===== config.mk =====
export PLATFORM = sky130hd
export DESIGN_NAME = counter_sched_ctrl_flat
export DESIGN_NICKNAME = d
export VERILOG_FILES = /design/src/rtl/counter_sched_ctrl_if.sv /design/src/rtl/counter_sched_ctrl.sv /design/src/flat_wrapper.sv
export SDC_FILE = /design/constraint.sdc
export NUM_CORES = 1
export LEC_CHECK = 0
export BUFFER_PORTS_ARGS = -buffer_cell sky130_fd_sc_hd__buf_4
export CORE_MARGIN = 2
export CORE_UTILIZATION = 49
export DETAILED_ROUTE_END_ITERATION = 12
export HOLD_SLACK_MARGIN = 0.1
export PLACE_DENSITY = 0.74
export SYNTH_ARGS = -nofsm -noshare
export SYNTH_HDL_FRONTEND = slang
export SYNTH_SLANG_ARGS = --single-unit
export TNS_END_PERCENT = 20

===== constraint.sdc =====
create_clock -name clk -period 1.7 [get_ports clk]
set_input_delay 0 -clock clk [delete_from_list [all_inputs] [get_ports clk]]
set_output_delay 0 -clock clk [all_outputs]
set_load 0.02 [all_outputs]

===== src/rtl/counter_sched_ctrl_if.sv =====
// rtl/counter_sched_ctrl_if.sv - config/status bundle for the interval scheduler
interface counter_sched_ctrl_if #(
    parameter int WIDTH = 4,
    parameter int PSW   = 8
);
    logic             start;
    logic             stop;
    logic             mode_periodic;
    logic [WIDTH-1:0] start_val;
    logic [WIDTH-1:0] end_val;
    logic [PSW-1:0]   prescale;
    logic [WIDTH-1:0] count_out;
    logic             busy;
    logic             tick;
    logic             done;

    modport master (
        output start, stop, mode_periodic, start_val, end_val, prescale,
        input  count_out, busy, tick, done
    );

    modport slave (
        input  start, stop, mode_periodic, start_val, end_val, prescale,
        output count_out, busy, tick, done
    );
endinterface


===== src/rtl/counter_sched_ctrl.sv =====
// rtl/counter_sched_ctrl.sv - prescaled one-shot/periodic interval scheduler
module counter_sched_ctrl #(
    parameter int WIDTH = 4,
    parameter int PSW   = 8
) (
    input  logic                clk,
    input  logic                rst_n,
    counter_sched_ctrl_if.slave bus
);
    typedef enum logic [1:0] {
        IDLE = 2'd0,
        LOAD = 2'd1,
        RUN  = 2'd2,
        DONE = 2'd3
    } state_t;

    state_t           state, state_nxt;

    logic [WIDTH-1:0] count_q, count_nxt;
    logic [PSW-1:0]   ps_q, ps_nxt;
    logic             tick_q, tick_nxt;
    logic             done_q, done_nxt;
    logic             busy_q, busy_nxt;

    logic [WIDTH-1:0] start_q, end_q;
    logic [PSW-1:0]   prescale_q;
    logic             periodic_q;
    logic             capture;

    logic             advance;
    logic             at_end;

    assign advance = (ps_q == prescale_q);
    assign at_end  = (count_q == end_q);

    always_ff @(posedge clk) begin
        if (!rst_n) begin
            state <= IDLE;
        end else begin
            state <= state_nxt;
        end
    end

    always_comb begin
        state_nxt = state;
        case (state)
            IDLE: if (bus.start && !bus.stop) state_nxt = LOAD;
            LOAD: state_nxt = bus.stop ? IDLE : RUN;
            RUN: begin
                if (bus.stop) begin
                    state_nxt = IDLE;
                end else if (advance && at_end && !periodic_q) begin
                    state_nxt = DONE;
                end
            end
            DONE: state_nxt = IDLE;
            default: state_nxt = IDLE;
        endcase
    end

    // Next values of the datapath and registered outputs; stop suppresses any load/advance.
    always_comb begin
        count_nxt = count_q;
        ps_nxt    = ps_q;
        tick_nxt  = 1'b0;
        capture   = 1'b0;
        case (state)
            IDLE: capture = bus.start && !bus.stop;
            LOAD: begin
                if (!bus.stop) begin
                    count_nxt = start_q;
                    ps_nxt    = '0;
                end
            end
            RUN: begin
                if (!bus.stop) begin
                    if (advance) begin
                        ps_nxt = '0;
                        if (at_end) begin
                            tick_nxt = 1'b1;
                            if (periodic_q) count_nxt = start_q;
                        end else begin
                            count_nxt = count_q + WIDTH'(1);
                        end
                    end else begin
                        ps_nxt = ps_q + PSW'(1);
                    end
                end
            end
            default: ;
        endcase
        busy_nxt = (state_nxt == LOAD) || (state_nxt == RUN);
        done_nxt = (state_nxt == DONE);
    end

    always_ff @(posedge clk) begin
        if (!rst_n) begin
            count_q    <= '0;
            ps_q       <= '0;
            tick_q     <= 1'b0;
            done_q     <= 1'b0;
            busy_q     <= 1'b0;
            start_q    <= '0;
            end_q      <= '0;
            prescale_q <= '0;
            periodic_q <= 1'b0;
        end else begin
            count_q <= count_nxt;
            ps_q    <= ps_nxt;
            tick_q  <= tick_nxt;
            done_q  <= done_nxt;
            busy_q  <= busy_nxt;
            if (capture) begin
                start_q    <= bus.start_val;
                end_q      <= bus.end_val;
                prescale_q <= bus.prescale;
                periodic_q <= bus.mode_periodic;
            end
        end
    end

    assign bus.count_out = count_q;
    assign bus.busy      = busy_q;
    assign bus.tick      = tick_q;
    assign bus.done      = done_q;
endmodule


===== src/flat_wrapper.sv =====
// flat-port wrapper written by rule: the top's interface ports become plain ports
module counter_sched_ctrl_flat 
#(
    parameter int WIDTH = 4,
    parameter int PSW   = 8
)
  (clk, rst_n, bus_start, bus_stop, bus_mode_periodic, bus_start_val, bus_end_val, bus_prescale, bus_count_out, bus_busy, bus_tick, bus_done);
  counter_sched_ctrl_if #(.WIDTH(WIDTH), .PSW(PSW)) bus_i ();
  input  logic clk;
  input  logic rst_n;
  input wire logic [$bits(bus_i.start)-1:0] bus_start;
  input wire logic [$bits(bus_i.stop)-1:0] bus_stop;
  input wire logic [$bits(bus_i.mode_periodic)-1:0] bus_mode_periodic;
  input wire logic [$bits(bus_i.start_val)-1:0] bus_start_val;
  input wire logic [$bits(bus_i.end_val)-1:0] bus_end_val;
  input wire logic [$bits(bus_i.prescale)-1:0] bus_prescale;
  output wire logic [$bits(bus_i.count_out)-1:0] bus_count_out;
  output wire logic [$bits(bus_i.busy)-1:0] bus_busy;
  output wire logic [$bits(bus_i.tick)-1:0] bus_tick;
  output wire logic [$bits(bus_i.done)-1:0] bus_done;
  assign bus_i.start = bus_start;
  assign bus_i.stop = bus_stop;
  assign bus_i.mode_periodic = bus_mode_periodic;
  assign bus_i.start_val = bus_start_val;
  assign bus_i.end_val = bus_end_val;
  assign bus_i.prescale = bus_prescale;
  assign bus_count_out = bus_i.count_out;
  assign bus_busy = bus_i.busy;
  assign bus_tick = bus_i.tick;
  assign bus_done = bus_i.done;
  counter_sched_ctrl #(.WIDTH(WIDTH), .PSW(PSW)) u_core (.clk(clk), .rst_n(rst_n), .bus(bus_i));
endmodule

==> flow_summary.toml <==
[worst_setup_path]
worstSetupPathType = "reg2reg"
end_kind = "flip-flop"
cp.depth = 8
arrival_ns = 2.06
cp_num_buf_inv = 3
crit_slowest_cell = "dfxtp_1"
crit_top_cell = "buf_4"
path_cells = "xor2_1 -> nor4_4 -> buf_4 -> a211oi_2 -> buf_4 -> buf_4 -> a41oi_1 -> a311oi_1"
cp_top_family = "compound AO/OA/AOI/OAI gates"
max_stage_delay_ns = 0.37
reg2regPathDepth = 8
critPathLaunchType = "flip-flop"
crit_required_ns = 1.94
critPathMaxFanout = 8

[yosys]
synthTopCellsByArea = "dfxtp_1 (42%), nand2_1 (8.6%), a21oi_1 (7.5%), xor2_1 (4.4%), a311oi_1 (3.8%)"
dominantRegCellSynth = "dfxtp_1"
async_flop_share_pct = 0
syn-num-nets = 202
yosysTopAreaCellShare_pct = 42.27
synth_edf_count = 0
syn_area_um2 = 1610
avgSynthCellArea_um2 = 9.047
synth.most_common_cell = "nand2_1"
yosys_warnings = 0
syn_inst = 178
synth_common_cells = "nand2_1 (37), dfxtp_1 (34), a21oi_1 (24)"
synth_top_area_cell = "dfxtp_1"
ys_seq_elements = 34
ys_seq_area_share_pct = 42.27
synth.distinct_cells = 41

[clock_tree]
cts-root-buf = "clkbuf_4"
cts_tree = "done"
cts_buffer_depth = 2
h-tree-depth = 2
clkLatencyLatePin_ns = 0.34
clkSinkCount = 34
numCtsBuffers = 5
cts.clk_slew.worst_paths_ns = 0.10

[sta]
rsz0062_at_grt = "yes"
setup_slack_ns = -0.1160
slew_violations = 0
setup_violations = 11
skew_ns = 0.008204
hold_violations = 0
tightest_slew_ns = 0.7237
fin_crit_sh_pct = 106.8
fmaxAchievable_mhz = 550.7
timing.setup.tns_ns = -0.8635
min_period_ns = 1.816
max_slew_margin_pct = 51.70

[placed_design]
gp_congestion = 0.8022
postPlaceCellArea_um2 = 2053
dp_hpwl_um = 2866
portBuffers = 27
dp_cells = 265

[floorplan]
die_w_um = 61.33
die-area_um2 = 3761
start_util_pct = 52.32
die_y_um = 61.33
num_rows = 20
core_area_um2 = 3078
pin_count = 28

[final_layout]
area_delta_synth_final_pct = 48.80
finalNetCount = 274
n_antenna_cell = 0
final_cell_count_no_fill = 295
finish.utilization_pct = 77.85
drive_gt1_share_pct = 37.85
final_cell_area_um2 = 2396

[global_route]
grt_pass1_vias = 1589
antenna_found_initial = 0
grt_pass1_wl_um = 6879
grt_max_degree = 22
grtUsageTotal_pct = 25.78
globalRoute.totalOverflow = 0

[route]
firstDrtPassIters = 4
wl_per_cell_um = 13.87
vias = 1543
drc_errors = 0
routed_via_density = 5.231
ant_nets = 0
drt-total-wl_um = 4091
drt_iter0_markers = 50

[pwr]
total_power_mw = 1.538
power_density_nw_per_um2 = 642.0
p_leak_nw = 0.9745
ir_drop_mv = 0.5964

[run]
max-cap-violations = 0

[status]
outcome = "finished with violations"
violations = "negative setup slack"

[hold_path]
hold_depth = 3
hold_path_class = "in2reg"
cells by family (layout without fill, tap and decap cells):
kind of cell | Yosys count | in the layout | share of synthesized area [%]
buf+inv | 11 | 84 | 3.730
compound gates | 47 | 47 | 20.36
mux | 3 | 3 | 1.943
xor+xnor | 13 | 13 | 7.071
simple gates | 67 | 67 | 22.30
flops | 34 | 34 | 42.27
fa+ha+maj | 3 | 3 | 2.331
stage by stage:
| stage | worst slack (ns) | hold slack (ns) |
|---|---|---|
| after global placement | -0.09256 | 0.2402 |
| after floorplan | -0.02639 | 0.1217 |
| after CTS | -0.1222 | 0.4227 |
| final | -0.1160 | 0.4357 |
| after global routing | -0.2129 | 0.4346 |
| after detailed placement | -0.2184 | 0.2401 |
metal layers:
metal,vias to the layer above,routed length (um),track usage [%]
met5,-,0,0
met1,713,1734,30.20
met3,11,217,6.303
li1,775,-,-
met2,44,2054,43.47
met4,0,84,13.66
cell type report:
type | count | area [um2]
clock inverters | 3 | 16.27
multi-input cells | 133 | 970.9
flip-flops and latches | 34 | 703.2
fillers | 215 | 681.9
well taps | 44 | 55.05
inverters | 2 | 7.507
clock buffers | 5 | 37.54
repair buffers | 74 | 605.6
power by group:
group	total, mW	switching [mW]	internal, mW
Sequential	0.839	0.0225	0.817
Combinational	0.272	0.123	0.149
Clock	0.427	0.273	0.154
Total	1.54	0.419	1.12
sequential cells by signal, indices dropped and copies added (netlist names):
register / count
u_core.prescale_q: 8
u_core.ps_q: 8
u_core.bus.count_out: 4
u_core.end_q: 4
u_core.start_q: 4
u_core.state: 2
u_core.bus.busy: 1
u_core.bus.done: 1
u_core.bus.tick: 1
u_core.periodic_q: 1
final timing paths:
| check | start | endpoint | slack [ns] |
|---|---|---|---|
| worst min-delay path | rst_n | u_core.bus.done$_SDFF_PN0_ | 0.44 |
| worst min register to register | u_core.start_q[3]$_SDFFE_PN0P_ | u_core.start_q[3]$_SDFFE_PN0P_ | 0.47 |
| worst max-delay path | u_core.ps_q[5]$_SDFFE_PN0P_ | u_core.ps_q[7]$_SDFFE_PN0P_ | -0.12 |
| worst max register to register | u_core.ps_q[5]$_SDFFE_PN0P_ | u_core.ps_q[7]$_SDFFE_PN0P_ | -0.12 |
cells in the final DEF (no fill, tap or decap), types with 2 or more instances in the layout:
cell | Yosys | layout
xnor2_2 | 0 | 4
dlygate4sd3_1 | 0 | 20
dfxtp_1 | 34 | 24
nand2b_1 | 3 | 3
nor4_4 | 2 | 2
dfxtp_2 | 0 | 6
ha_1 | 3 | 3
xor2_1 | 8 | 3
or2b_1 | 3 | 3
xor2_2 | 0 | 5
buf_4 | 1 | 54
nand4_1 | 2 | 2
mux2i_1 | 2 | 2
a21oi_1 | 24 | 24
inv_1 | 2 | 2
nor2_1 | 4 | 4
a41oi_1 | 2 | 2
dfxtp_4 | 0 | 4
and2_1 | 3 | 3
a311oi_1 | 7 | 7
a21oi_4 | 1 | 2
clkbuf_4 | 0 | 5
nand2_1 | 37 | 37
nand3_1 | 4 | 4
and3_1 | 3 | 3
timing repair:
| action | 4_1_cts | 5_1_grt |
|---|---|---|
| hold endpoints to repair | 22 | 0 |
| endpoints found under the setup margin | 10 | 13 |
| pin swaps | 2 | 3 |
| gates resized for setup | 9 | 7 |
| hold buffers | 20 | 0 |
| setup buffers | 3 | 0 |
worst reg2reg max path, stage by stage, from the launching register on:
cell      delay [ns]
dfxtp_1         0.37
xor2_1          0.26
nor4_4          0.09
buf_4           0.16
a211oi_2        0.17
buf_4           0.18
buf_4           0.13
a41oi_1         0.11
a311oi_1        0.26
No activity file was read; power rests on OpenSTA's default activity.
